**config.mk**
```make
export PLATFORM = sky130hd
export DESIGN_NAME = spi_req_arbiter
export DESIGN_NICKNAME = d
export VERILOG_FILES = /design/src/rtl/spi_arb_pkg.sv /design/src/rtl/spi_req_arbiter_rr_picker.sv /design/src/rtl/spi_req_arbiter.sv
export SDC_FILE = /design/constraint.sdc
export NUM_CORES = 1
export LEC_CHECK = 0
export BUFFER_PORTS_ARGS = -buffer_cell sky130_fd_sc_hd__buf_2
export CAP_MARGIN = 20
export CORE_UTILIZATION = 46
export CTS_CLUSTER_DIAMETER = 40
export CTS_CLUSTER_SIZE = 25
export DETAILED_ROUTE_END_ITERATION = 16
export GPL_TIMING_DRIVEN = 0
export PLACE_DENSITY = 0.85
export SYNTH_ARGS = -nofsm -noshare
export SYNTH_HDL_FRONTEND = slang
export SYNTH_SLANG_ARGS = --single-unit
```
**constraint.sdc**
```tcl
create_clock -name clk -period 5 [get_ports clk]
set_input_delay 0.25 -clock clk [delete_from_list [all_inputs] [get_ports clk]]
set_output_delay 0.25 -clock clk [all_outputs]
set_load 0.05 [all_outputs]
```
**src/rtl/spi_arb_pkg.sv**
```systemverilog
// Shared types for the SPI request arbiter: FSM states and the latched command word.
// No logic, so no latency; the package has no backpressure of its own.
package spi_arb_pkg;

    localparam int SPI_AW = 8;
    localparam int SPI_DW = 8;

    typedef enum logic [2:0] {
        ST_IDLE,
        ST_GRANT,
        ST_ISSUE,
        ST_WAIT,
        ST_RESP
    } arb_state_t;

    // Command word at the default widths; the arbiter builds the same layout at its own AW/DW.
    typedef struct packed {
        logic              wr;
        logic [SPI_AW-1:0] addr;
        logic [SPI_DW-1:0] wdata;
    } spi_cmd_t;

endpackage

```
**src/rtl/spi_req_arbiter_rr_picker.sv**
```systemverilog
// Round-robin first-set search: lowest set request at or above ptr, wrapping at N.
// Purely combinational (zero latency); it never stalls, callers gate on any_req.
module rr_picker
    import spi_arb_pkg::*;
#(
    parameter int N = 4
) (
    input  logic [N-1:0]         req,
    input  logic [$clog2(N)-1:0] ptr,
    output logic [$clog2(N)-1:0] winner,
    output logic                 any_req
);

    localparam int IW = $clog2(N);

    int          idx;
    logic [IW-1:0] idx_w;

    // Wrap is done with an explicit modulo so non-power-of-two N never aliases.
    always_comb begin
        winner  = '0;
        any_req = 1'b0;
        idx     = 0;
        idx_w   = '0;
        for (int k = 0; k < N; k++) begin
            idx   = (int'(ptr) + k) % N;
            idx_w = IW'(idx);
            if (!any_req && req[idx_w]) begin
                any_req = 1'b1;
                winner  = idx_w;
            end
        end
    end

endmodule

```
**src/rtl/spi_req_arbiter.sv**
```systemverilog
// Round-robin share of one SPI master among N_REQ requesters; optional WAIT timeout under SPI_ARB_TIMEOUT_EN.
// Latency: ready 1 cycle after request seen in IDLE, spi_start 1 later, resp_valid 1 cycle after spi_done.
// Backpressure: requesters hold valid/payload until their one-cycle ready; only one transaction in flight.
module spi_req_arbiter
    import spi_arb_pkg::*;
#(
    parameter int N_REQ       = 4,
    parameter int AW          = SPI_AW,
    parameter int DW          = SPI_DW,
    parameter int TIMEOUT_CYC = 255
) (
    input  logic                     clk,
    input  logic                     rst,
    input  logic [N_REQ-1:0]         req_valid,
    output logic [N_REQ-1:0]         req_ready,
    input  logic [N_REQ-1:0]         req_wr,
    input  logic [N_REQ*AW-1:0]      req_addr,
    input  logic [N_REQ*DW-1:0]      req_wdata,
    output logic [N_REQ-1:0]         resp_valid,
    output logic [DW-1:0]            resp_rdata,
    output logic                     resp_err,
    output logic                     spi_start,
    output logic                     spi_wr,
    output logic [AW-1:0]            spi_addr,
    output logic [DW-1:0]            spi_wdata,
    input  logic                     spi_done,
    input  logic [DW-1:0]            spi_rdata,
    input  logic                     spi_err,
    output logic                     busy,
    output logic [$clog2(N_REQ)-1:0] grant_id
);

    localparam int IW = $clog2(N_REQ);

    typedef struct packed {
        logic          wr;
        logic [AW-1:0] addr;
        logic [DW-1:0] wdata;
    } cmd_t;

    arb_state_t     state;
    arb_state_t     state_nxt;
    logic [IW-1:0]  rr_ptr;
    logic [IW-1:0]  winner;
    logic           any_req;
    cmd_t           cmd_q;
    cmd_t           pick_cmd;
    logic [N_REQ-1:0] win_hot;
    logic [N_REQ-1:0] grant_hot;
    logic [IW-1:0]  ptr_after;
    logic           tmo_hit;

    rr_picker #(.N(N_REQ)) u_pick (
        .req     (req_valid),
        .ptr     (rr_ptr),
        .winner  (winner),
        .any_req (any_req)
    );

    always_comb begin
        pick_cmd.wr    = req_wr[winner];
        pick_cmd.addr  = req_addr[int'(winner)*AW +: AW];
        pick_cmd.wdata = req_wdata[int'(winner)*DW +: DW];
        win_hot        = N_REQ'(1) << winner;
        grant_hot      = N_REQ'(1) << grant_id;
        ptr_after      = (grant_id == IW'(N_REQ - 1)) ? '0 : grant_id + 1'b1;
    end

`ifdef SPI_ARB_TIMEOUT_EN
    localparam int TW = (TIMEOUT_CYC > 255) ? $clog2(TIMEOUT_CYC + 1) : 8;

    logic [TW-1:0] tmo_cnt;

    always_ff @(posedge clk or negedge rst) begin
        if (!rst) begin
            tmo_cnt <= '0;
        end else if (state == ST_ISSUE) begin
            tmo_cnt <= '0;
        end else if (state == ST_WAIT) begin
            tmo_cnt <= tmo_cnt + 1'b1;
        end
    end

    assign tmo_hit = (state == ST_WAIT) && !spi_done && (tmo_cnt == TW'(TIMEOUT_CYC));
`else
    assign tmo_hit = 1'b0;
`endif

    always_comb begin
        state_nxt = state;
        case (state)
            ST_IDLE:  if (any_req) state_nxt = ST_GRANT;
            ST_GRANT: state_nxt = ST_ISSUE;
            ST_ISSUE: state_nxt = ST_WAIT;
            ST_WAIT:  if (spi_done || tmo_hit) state_nxt = ST_RESP;
            ST_RESP:  state_nxt = ST_IDLE;
            default:  state_nxt = ST_IDLE;
        endcase
    end

    // Strobes are produced one state ahead so every output comes straight off a flop.
    always_ff @(posedge clk or negedge rst) begin
        if (!rst) begin
            state      <= ST_IDLE;
            rr_ptr     <= '0;
            grant_id   <= '0;
            cmd_q      <= '0;
            req_ready  <= '0;
            spi_start  <= 1'b0;
            resp_valid <= '0;
            resp_rdata <= '0;
            resp_err   <= 1'b0;
            busy       <= 1'b0;
        end else begin
            state      <= state_nxt;
            busy       <= (state_nxt != ST_IDLE);
            req_ready  <= '0;
            spi_start  <= 1'b0;
            resp_valid <= '0;
            case (state)
                ST_IDLE: begin
                    if (any_req) begin
                        grant_id  <= winner;
                        cmd_q     <= pick_cmd;
                        req_ready <= win_hot;
                    end
                end
                ST_GRANT: spi_start <= 1'b1;
                ST_WAIT: begin
                    if (spi_done) begin
                        resp_valid <= grant_hot;
                        resp_rdata <= cmd_q.wr ? '0 : spi_rdata;
                        resp_err   <= spi_err;
                    end else if (tmo_hit) begin
                        resp_valid <= grant_hot;
                        resp_rdata <= '0;
                        resp_err   <= 1'b1;
                    end
                end
                ST_RESP: rr_ptr <= ptr_after;
                default: ;
            endcase
        end
    end

    assign spi_wr    = cmd_q.wr;
    assign spi_addr  = cmd_q.addr;
    assign spi_wdata = cmd_q.wdata;

endmodule

```
==> summary.txt, run 1 <==
CTS
  • Post-CTS Setup Bufs: 0
  • H-tree levels: 2
  • Clock latency on the worst-skew pair: 0.29 ns
  • CTS tree: built
  • Worst-path clk slew: 0.09 ns
  • CTS Buffer Depth: 2
  • # clock sinks: 43
  • TritonCTS Buffers: 5
  • CTS resizes: 0
  • Clock root buffer: clkbuf_8
  • Hold-fix buffers, CTS: 0

Global route
  • Grt ovf: 0
  • First-pass GRT wire length: 10,270 um
  • Initial antenna violation count: 0
  • Largest net degree at the start of global routing: 44
  • Total Routing Usage GR: 24.31%
  • Vias in the first global route: 2,232

Run status
  • Status: complete, no violations

Placed design
  • GP Congestion: between 0.8 and 0.9
  • Placed cell areas: 3122 sq um
  • I/O Buffers: 121
  • Placed Instances: 433
  • Setup Slack @ Placement: ~2.9 ns
  • Post-DP HPWL: 4722 um

Detailed routing
  • Final ANT Viol Nets: 0
  • Total Wirelength: around 6500 um
  • DRT Pass-1 Iters: 4
  • Via-per-instance ratio: roughly 5.3
  • Vias: approximately 2,300
  • Detailed router's first-iteration violation count: 87
  • DR WL/cell: 14.63 um
  • DR DRC count: 0

Synth
  • Area leader, netlist: dfrtp_1
  • Syn nets: 330
  • Post-synthesis cell area: 2429 sq um
  • Synth cell types: 40
  • Main area contributors after synthesis: dfrtp_1 (44%), mux2i_1 (7.4%), o31ai_1 (5.3%)
  • Seq/Total Area, Yosys: 44.31%
  • Mapped Avg Cell Area: 10.04 sq um
  • Synthesized flop and latch total: 43
  • Yosys Warn Count: 0
  • Top cell type's share of synthesized area: 44.31%
  • Synth Instances: 242

Timing
  • Final worst-path cycle share: 42.91%
  • Max Clock Skew: roughly 0.0097 ns
  • Fmax: 466.1 MHz
  • Least-Margin Pin Slew: roughly 0.95 ns
  • Final setup violating endpoints: 0
  • Max Slew Vio Count: 0
  • RSZ-0062 raised after global routing: no
  • Worst hold margin: slightly above 0.1 ns
  • Setup tns final: 0 ns
  • Fin crit period: between 2 and 2.5 ns
  • Slew margin rel.: 36.89%
  • Final worst setup slack: approximately 2.9 ns
  • Final Hold Fails: 0

Pwr
  • VDD IR-drop max: 323.2 uV
  • Pwr/cell area: 619.2 nW/um^2
  • Leak: 0.001705 uW

Cells and area
  • Final #Nets: 458
  • Non-filler cells in the finished layout: 441
  • Final design area excluding fillers: 3234 sq um
  • Area Overhead vs Synth: 33.18%
  • Layout cells sized above 1: 42.86%
  • # diodes: 0

Critical path
  • Critical Path Start Type: register
  • Reg2reg end: spi_addr[1]
  • CP cell instances: nand2b_1 -> a21oi_1 -> clkbuf_1 -> o31ai_1 -> a21bo_1 -> o211ai_2
  • Worst Setup End Kind: register
  • Crit path kind: register to register
  • WP data arrival: 2.36 ns
  • R2r setup slk: roughly 2.9 ns
  • Critical Path RT: approximately 5.2 ns
  • Critical path's largest stage delay: 0.55 ns
  • Critical-path top delay cell: a21oi_1
  • Critical path's top delay family: compound AO/OA/AOI/OAI gates
  • Crit Reg-Reg Startpoint: rr_ptr[1]
  • Worst-path fanout max: 10
  • Reg2reg path depth: 6
  • Critical path buffer and inverter count: 1

Die
  • Initial Utilization: 47.55%
  • # rows: 26
  • Core area: 5107 sq um
  • Width of the die: 74.66 um
  • Total die area: 5574 sq um
  • Ports: 122
  • Die height: ~75 um

Flow run
  • Max-cap violations: 0

Worst hold path
  • Hold crit path type: input pin to async pin
-- stage by stage --
stage | utilization, % | power [uW]
floorplan | - | 1452
global placement | 61.12 | 1713
detailed placement | 61.12 | 1745
CTS | 63.33 | 2018
global route | 63.33 | 2138
finish | 63.33 | 2003
-- layout make-up --
type                       count  area (sq um)
clock inverter                 3         43.79
clock buffer                   5         68.82
fill                         428          1873
multi-input combinational    176          1251
sequential                    43          1076
tap                           70         87.58
buffer                        17         78.83
timing repair buffer         121         605.6
inverter                       6         22.52
-- state kept, by name, indices dropped and copies added (netlist names), 2 cells and up --
name        cells
grant_id        2
req_ready       4
resp_rdata      8
resp_valid      4
rr_ptr          2
spi_addr        8
spi_wdata       8
state           3
-- worst reg2reg max path: cells and delay by family, from the launching register on --
kind	cells	cell delay, ns
AO/OA/AOI/OAI	4	0.99
buffers and inverters	1	0.45
flip-flops	1	0.44
AND/OR/NAND/NOR	1	0.19
-- layer usage --
metal	GRT usage [%]	part of all wire [%]
met1	31.13	43
met4	8.176	1.0
met5	0	0
met2	41.94	50
met3	3.882	5.5
-- synth_stat cells (all sizes together) --
cell type,number
a21bo,16
nor4,1
o31ai,17
nor3,3
mux2,1
nand4b,1
nand4,16
and2,4
buf,8
and3,1
a211oi,1
nor2,10
nand2,32
o21a,1
a21o,1
nor3b,2
a21boi,1
or2,1
ha,4
or4,1
nand3,1
o21ai,10
o221ai,1
a21oi,4
o211ai,16
mux2i,18
o21bai,1
dfrtp,43
inv,6
clkbuf,9
nand2b,10
nor2b,1
-- cell families (layout without fill, tap and decap cells) --
family / after synthesis / count (layout) / synth area share, %
AO/OA/AOI/OAI: 69 / 69 / 23.60
adder cells (fa/ha/maj): 4 / 4 / 2.061
buffers and inverters: 23 / 152 / 4.172
flip-flops: 43 / 43 / 44.31
multiplexers: 19 / 19 / 7.882
AND/OR/NAND/NOR: 84 / 84 / 17.98
-- layout by cell type (no fill, tap or decap), types with 7 or more instances in the layout --
cell	n
buf_2	126
dfrtp_1	43
nand2_1	32
mux2i_1	18
o31ai_1	17
nand4_1	16
nor2_1	10
nand2b_1	10
a21bo_1	9
o211ai_2	9
o21ai_0	9
clkbuf_1	8
a21bo_2	7
o211ai_1	7
-- worst max-delay path by stage --
| stage | start | endpoint | slack, ns | depth (start not counted) |
|---|---|---|---|---|
| 5_1_grt | rr_ptr[1] | spi_addr[1] | 2.71 | 6 |
| 3_5_place_dp | rr_ptr[1] | spi_addr[1] | 2.92 | 6 |
| 4_1_cts | rr_ptr[1] | spi_addr[6] | 2.89 | 6 |
| 3_3_place_gp | rr_ptr[1] | spi_wdata[7] | 2.96 | 6 |
| 2_1_floorplan | rr_ptr[1] | spi_addr[0] | 3.29 | 6 |
| 6_report | rr_ptr[1] | spi_addr[1] | 2.85 | 6 |
-- report_power, final --
group          leakage (uW)  switching [uW]  internal, uW
logic               0.00110             807           341
clock network     0.0000581             120           149
registers          0.000545            98.4           487
Power figures use the tool's default switching activity.
==> inputs of run 2 (changes only) <==
==> constraint.sdc (replaced) <==
create_clock -name clk -period 2.17 [get_ports clk]
set_input_delay 0.1085 -clock clk [delete_from_list [all_inputs] [get_ports clk]]
set_output_delay 0.1085 -clock clk [all_outputs]
set_load 0.05 [all_outputs]
==> summary.txt, run 2 (same netlist as run 1, synthesis figures left out) <==
Run status
  • Status: complete, no violations (unchanged)

Global route
  • Grt ovf: 0 (unchanged)
  • Largest net degree at the start of global routing: 44 (unchanged)
  • Vias in the first global route: 2,232 (unchanged)
  • First-pass GRT wire length: 10,270 um (unchanged)
  • GR Util met2: 41.94% (unchanged)
  • M1 GR Usage: 31.13% (unchanged)
  • Initial antenna violation count: 0 (unchanged)
  • Most used routing layer: met2 (unchanged)
  • Total Routing Usage GR: 24.31% (unchanged)
  • M3 GR Usage: 3.882% (unchanged)

Timing
  • Slew margin rel.: 36.72% (was 36.89%)
  • Max Slew Vio Count: 0 (unchanged)
  • Fin crit period: 1.979 ns (was 2.145 ns)
  • Max Clock Skew: 0.008427 ns (was 0.009678 ns)
  • Setup tns final: 0 ns (unchanged)
  • Least-Margin Pin Slew: 0.9492 ns (was 0.9467 ns)
  • Fmax: 505.4 MHz (was 466.1 MHz)
  • Final worst-path cycle share: 91.18% (was 42.91%)
  • RSZ-0062 raised after global routing: no (unchanged)
  • Final Hold Fails: 0 (unchanged)
  • Final setup violating endpoints: 0 (unchanged)

Detailed routing
  • Via-per-instance ratio: 5.330 (was 5.306)
  • Total Wirelength: 6478 um (was 6452 um)
  • Detailed router's first-iteration violation count: 74 (was 87)
  • DR WL/cell: 14.66 um (was 14.63 um)
  • Vias: 2,356 (was 2,340)
  • DRT Pass-1 Iters: 4 (unchanged)
  • Final ANT Viol Nets: 0 (unchanged)
  • DR DRC count: 0 (unchanged)

Cells and area
  • Final design area excluding fillers: 3248 sq um (was 3234 sq um)
  • Final #Nets: 459 (was 458)
  • Commonest non-fill, non-tap cell in the layout: buf_2 (unchanged)
  • Area Overhead vs Synth: 33.75% (was 33.18%)
  • Most frequent cells in the layout: buf_2 (126), dfrtp_1 (43), nand2_1 (32), mux2i_1 (18), o31ai_1 (17) (unchanged)
  • Layout cells sized above 1: 43.01% (was 42.86%)
  • # diodes: 0 (unchanged)
  • Non-filler cells in the finished layout: 442 (was 441)

Critical path
  • Worst Setup End Kind: register (unchanged)
  • WP data arrival: 2.15 ns (was 2.36 ns)
  • Worst-path fanout max: 10 (unchanged)
  • Crit path kind: register to register (unchanged)
  • Critical Path RT: 2.34 ns (was 5.22 ns)
  • Critical Path Start Type: register (unchanged)

Flow run
  • Max-cap violations: 0 (unchanged)

Placed design
  • I/O Buffers: 121 (unchanged)
  • Placed cell areas: 3122 sq um (unchanged)
  • GP Congestion: 0.8569 (unchanged)
  • Post-DP HPWL: 4722 um (unchanged)
  • Placed Instances: 433 (unchanged)

CTS
  • Post-CTS Setup Bufs: 0 (unchanged)
  • H-tree levels: 2 (unchanged)
  • Clock latency on the worst-skew pair: 0.29 ns (about the same)
  • Clock root buffer: clkbuf_8 (unchanged)
  • CTS Buffer Depth: 2 (unchanged)
  • # clock sinks: 43 (unchanged)
  • TritonCTS Buffers: 5 (unchanged)
  • CTS tree: built (unchanged)
  • Worst-path clk slew: 0.09 ns (about the same)

Die
  • Initial Utilization: 47.55% (unchanged)
  • Width of the die: 74.66 um (unchanged)
  • Core area: 5107 sq um (unchanged)
  • # rows: 26 (unchanged)
  • Total die area: 5574 sq um (unchanged)
  • Ports: 122 (unchanged)
  • Die height: 74.66 um (unchanged)

Pwr
  • Pwr/cell area: 1421 nW/um^2 (was 619.2 nW/um^2)
  • VDD IR-drop max: 746.6 uV (was 323.2 uV)
  • Leak: 0.001709 uW (was 0.001705 uW)

Worst hold path
  • Hold crit path type: input pin to register (was input pin to async pin)
==> run 2: cell count changes in the layout (fill, tap and decap cells not counted) <==
cell	before	now
a21oi_1	4	3
dlygate4sd3_1	0	1
a21oi_2	0	1
==> run 2: final timing paths <==
check | start | end | slack, ns | cells past startpoint
hold / removal | spi_err | resp_err | 0.02 | 3
hold reg to reg | resp_rdata[3] | resp_rdata[3] | 0.49 | 2
min in group asynchronous | rst | grant_id[1] | 0.50 | 2
setup / recovery | rr_ptr[1] | spi_addr[4] | 0.19 | 7
max in group asynchronous | rst | resp_valid[1] | 1.08 | 2
setup reg to reg | rr_ptr[1] | spi_addr[4] | 0.19 | 7
==> run 2: per-stage QoR <==
step / setup slack (ns) / utilization, % / hold WS, ns / total power (uW)
3_5_place_dp: 0.09057 / 61.12 / 0.3044 / 4022
4_1_cts: 0.06333 / 63.52 / 0.01192 / 4650
2_1_floorplan: 0.4593 / - / -0.1871 / 3345
3_3_place_gp: 0.1316 / 61.12 / 0.2978 / 3946
5_1_grt: 0.06383 / 63.60 / 0.02234 / 4931
6_report: 0.1914 / 63.60 / 0.02050 / 4616
==> run 2: power breakdown <==
group	switching (uW)	internal, uW
sequential	225	1120
combinational	1860	788
clock	274	343
total	2360	2250
==> run 2: layout make-up <==
cell class | count | area (sq um)
clock buffers | 5 | 68.82
clock inverters | 3 | 43.79
fillers | 429 | 1859
plain buffers | 17 | 78.83
well taps | 70 | 87.58
flip-flops and latches | 43 | 1076
inverters | 6 | 22.52
repair buffers | 122 | 615.6
multi-input cells | 176 | 1255
==> run 2: critical path, stage by stage, from the launching register on <==
cell and delay (ns):
dfrtp_1 0.44, nand2b_1 0.21, a21o_1 0.19, clkbuf_2 0.17, nand3_1 0.17, buf_2 0.32
mux2i_1 0.27, o211ai_2 0.09
==> run 2: layer usage <==
metal	wire length (um)	up-vias	part of all wire [%]
li1	-	1137	-
met1	2829	1110	44
met2	3221	100	50
met3	362	9	5.6
met4	65	0	1.0
met5	0	-	0
==> run 2: repair_timing <==
item                                    in CTS  in global routing
hold buffers                                 1                  0
endpoints found under the setup margin       0                  9
gates resized for setup                      0                  1
hold endpoints to repair                    43                  0
==> inputs of run 3 (changes only) <==
--- a/config.mk
+++ b/config.mk
@@ -5,6 +5,7 @@
 export SDC_FILE = /design/constraint.sdc
 export NUM_CORES = 1
 export LEC_CHECK = 0
+export ABC_AREA = 1
 export BUFFER_PORTS_ARGS = -buffer_cell sky130_fd_sc_hd__buf_2
 export CAP_MARGIN = 20
 export CORE_UTILIZATION = 46
@@ -12,7 +13,9 @@
 export CTS_CLUSTER_SIZE = 25
 export DETAILED_ROUTE_END_ITERATION = 16
 export GPL_TIMING_DRIVEN = 0
-export PLACE_DENSITY = 0.85
+export PLACE_DENSITY = 0.81
+export SETUP_SLACK_MARGIN = 0.4
 export SYNTH_ARGS = -nofsm -noshare
 export SYNTH_HDL_FRONTEND = slang
+export SYNTH_HIERARCHICAL = 1
 export SYNTH_SLANG_ARGS = --single-unit
==> summary.txt, run 3 <==
Run status
  • Status: complete, no violations (unchanged)

Timing
  • Final setup violating endpoints: 0 (unchanged)
  • Max Slew Vio Count: 0 (unchanged)
  • Setup tns final: 0 ns (unchanged)
  • RSZ-0062 raised after global routing: yes (was no)
  • Final worst-path cycle share: 90.62% (was 91.18%)
  • Final worst setup slack: 0.2036 ns (was 0.1914 ns)
  • Fmax: 508.5 MHz (was 505.4 MHz)
  • Least-Margin Pin Slew: 0.9157 ns (was 0.9492 ns)
  • Fin crit period: 1.966 ns (was 1.979 ns)
  • Final Hold Fails: 0 (unchanged)
  • Max Clock Skew: 0.003899 ns (was 0.008427 ns)
  • Slew margin rel.: 38.95% (was 36.72%)

Detailed routing
  • DR DRC count: 0 (unchanged)
  • DRT Pass-1 Iters: 4 (unchanged)
  • Via-per-instance ratio: 4.475 (was 5.330)
  • Final ANT Viol Nets: 0 (unchanged)
  • DR WL/cell: 10.52 um (was 14.66 um)
  • Vias: 2,891 (was 2,356)
  • Detailed router's first-iteration violation count: 90 (was 74)
  • Total Wirelength: 6796 um (was 6478 um)

CTS
  • Worst-path clk slew: 0.08 ns (was 0.09 ns)
  • CTS tree: built (unchanged)
  • # clock sinks: 43 (unchanged)
  • H-tree levels: 2 (unchanged)
  • Clock latency on the worst-skew pair: 0.29 ns (about the same)
  • TritonCTS Buffers: 5 (unchanged)
  • CTS Buffer Depth: 2 (unchanged)
  • Clock root buffer: clkbuf_8 (unchanged)

Global route
  • Total Routing Usage GR: 21.35% (was 24.31%)
  • First-pass GRT wire length: 11,100 um (was 10,270 um)
  • M1 GR Usage: 26.72% (was 31.13%)
  • Vias in the first global route: 2,626 (was 2,232)
  • Grt ovf: 0 (unchanged)
  • Largest net degree at the start of global routing: 44 (unchanged)
  • M3 GR Usage: 3.820% (was 3.882%)
  • GR Util met2: 38.32% (was 41.94%)
  • Initial antenna violation count: 0 (unchanged)
  • Most used routing layer: met2 (unchanged)

Critical path
  • Critical path buffer and inverter count: 4 (was 2)
  • Most frequent cell on the critical path: nand2_1
  • R2r setup slk: 0.20 ns (was 0.19 ns)
  • Critical path's top delay family: simple AND/OR/NAND/NOR gates (was buffers and inverters)
  • Critical path's largest stage delay: 0.45 ns (was 0.44 ns)
  • Critical Path RT: 2.36 ns (was 2.34 ns)
  • WP data arrival: 2.16 ns (was 2.15 ns)
  • Crit path kind: register to register (unchanged)
  • Crit Reg-Reg Startpoint: rr_ptr[0] (was rr_ptr[1])
  • Cell depth of the worst setup path: 17 (was 7)
  • CP startpoint: rr_ptr[0] (was rr_ptr[1])
  • Critical Path Start Type: register (unchanged)
  • Worst Setup End Kind: register (unchanged)
  • CP cell instances: buf_8 -> nand2_2 -> nand2_2 -> nand2_2 -> nand2_2 -> nor2_4 -> nand3_2 -> nand2_1 -> nand2_1 -> inv_2 -> buf_6 -> buf_8 -> nand2_1 -> nand3_1 -> nand2_1 -> nand2_1 -> nand2_1 (was nand2b_1 -> a21o_1 -> clkbuf_2 -> nand3_1 -> buf_2 -> mux2i_1 -> o211ai_2)
  • Reg2reg path depth: 17 (was 7)
  • Critical-path top delay cell: dfrtp_2 (was dfrtp_1)
  • Worst-path fanout max: 10 (unchanged)

Cells and area
  • Final #Nets: 658 (was 459)
  • Layout cells sized above 1: 35.38% (was 43.01%)
  • Area Overhead vs Synth: 33.67% (was 33.75%)
  • Filler cells: 525 (was 429)
  • Multi-input gate area: 1330 sq um (was 1255 sq um)
  • # diodes: 0 (unchanged)
  • Commonest non-fill, non-tap cell in the layout: nand2_1 (was buf_2)
  • Register Area: 1079 sq um (was 1076 sq um)
  • Most frequent cells in the layout: nand2_1 (181), buf_2 (121), inv_1 (84), dfrtp_1 (41), nand3_1 (38) (was buf_2 (126), dfrtp_1 (43), nand2_1 (32), mux2i_1 (18), o31ai_1 (17))

Placed design
  • Post-DP HPWL: 5166 um (was 4722 um)
  • I/O Buffers: 121 (unchanged)
  • Setup Slack @ Placement: 0.1952 ns (was 0.09057 ns)
  • GP Congestion: 0.8486 (was 0.8569)

Synth
  • Seq/Total Area, Yosys: 37.46% (was 44.31%)
  • Count leader, synth: nand2_1 (was dfrtp_1)
  • Top cell type's share of synthesized area: 37.46% (was 44.31%)
  • Area leader, netlist: dfrtp_1 (unchanged)
  • Post-synthesis cell area: 2873 sq um (was 2429 sq um)
  • Synthesized flop and latch total: 43 (unchanged)
  • Syn nets: 520 (was 330)
  • Yosys Warn Count: 6 (was 0)
  • Mapped Avg Cell Area: 6.650 sq um (was 10.04 sq um)
  • Main area contributors after synthesis: dfrtp_1 (37%), nand2_1 (24%), inv_1 (11%) (was dfrtp_1 (44%), mux2i_1 (7.4%), o31ai_1 (5.3%))
  • Top_reg_cell synth: dfrtp_1 (unchanged)
  • Synth cell types: 24 (was 40)
  • Fraction of registers with async set/reset: 100.0% (unchanged)
  • Synth Instances: 432 (was 242)
  • Post-synth top cells: nand2_1 (185), inv_1 (85), dfrtp_1 (43) (was dfrtp_1 (43), nand2_1 (32), mux2i_1 (18))
  • EDFF count, synth: 0 (unchanged)

Pwr
  • Leak: 0.002460 uW (was 0.001709 uW)
  • Post-layout total power: 7339 uW (was 4616 uW)
  • Pwr/cell area: 1911 nW/um^2 (was 1421 nW/um^2)
  • VDD IR-drop max: 1142 uV (was 746.6 uV)

Die
  • Ports: 122 (unchanged)
  • Die height: 81.03 um (was 74.66 um)
  • Initial Utilization: 48.24% (was 47.55%)
  • # rows: 28 (was 26)
  • Total die area: 6565 sq um (was 5574 sq um)
  • Core area: 5956 sq um (was 5107 sq um)
  • Width of the die: 81.03 um (was 74.66 um)

Worst hold path
  • Hold crit path type: input pin to register (unchanged)
  • Hold path cells: 3 (unchanged)
  • Hold Startpoint: spi_rdata[6] (was spi_err)

Flow run
  • Max-cap violations: 0 (unchanged)
-- run 3: cell count changes after synthesis, moves of 15 or more --
cell	change
nand4_1	-15
nand3_1	+38
nand2_1	+153
o31ai_1	-17
mux2i_1	-18
inv_1	+80
-- run 3: cells by family after synthesis --
kind of cell               count (synthesis)  synth area share, %
and+or+nand+nor                          263                40.16
buffers and inverters                    107                16.99
DFF                                       43                37.46
AOI/OAI and AO/OA                         15                3.658
adders and majority gates                  4                1.742
-- run 3: cell type report --
cell class,count,area share (%)
plain buffers,17,5.051
clock buffers,5,1.792
clock inverters,3,1.140
inverters,90,8.993
multi-input cells,282,34.64
flip-flops and latches,43,28.09
well taps,75,2.444
repair buffers,131,17.86
-- run 3: routing by layer --
metal  share of wire (%)  routed length (um)  vias up
li1                    -                   -     1536
met1                  46                3114     1251
met2                  47                3186       95
met3                 6.4                 432        9
met4                0.90                  61        0
met5                   0                   0        -
-- run 3: timing repair --
action / in CTS / in global routing
gates resized for setup: 10 / 15
hold buffers: 2 / 0
setup endpoints to repair: 22 / 24
endpoints found under the hold margin: 44 / 0
setup buffers: 2 / 6
-- run 3: power by group --
group,total (uW),switching [uW],internal [uW]
logic,5350,3500,1850
registers,1370,211,1160
clock network,617,274,343
-- run 3: path summary, 6_finish.rpt --
kind / end
worst min register to register: resp_err
max in group asynchronous: rr_ptr[1]
min in group asynchronous: state[2]
worst max register to register: spi_addr[6]
worst max-delay path: spi_addr[6]
worst min-delay path: resp_rdata[6]
-- run 3: through the flow --
step	utilization [%]	hold slack, ns	area [sq um]	instances
floorplan	-	-0.1871	2880	432
global placement	60.11	0.2844	3580	628
detailed placement	60.11	0.3050	3580	628
CTS	62.98	0.06030	3751	640
global route	64.47	0.05814	3840	646
finish	64.47	0.07281	3840	646
-- run 3: worst min-delay path: cells and delay by family --
family | cells | cell delay, ns
buffers and inverters | 1 | 0.09
AOI/OAI and AO/OA | 1 | 0.06
and+or+nand+nor | 1 | 0.07
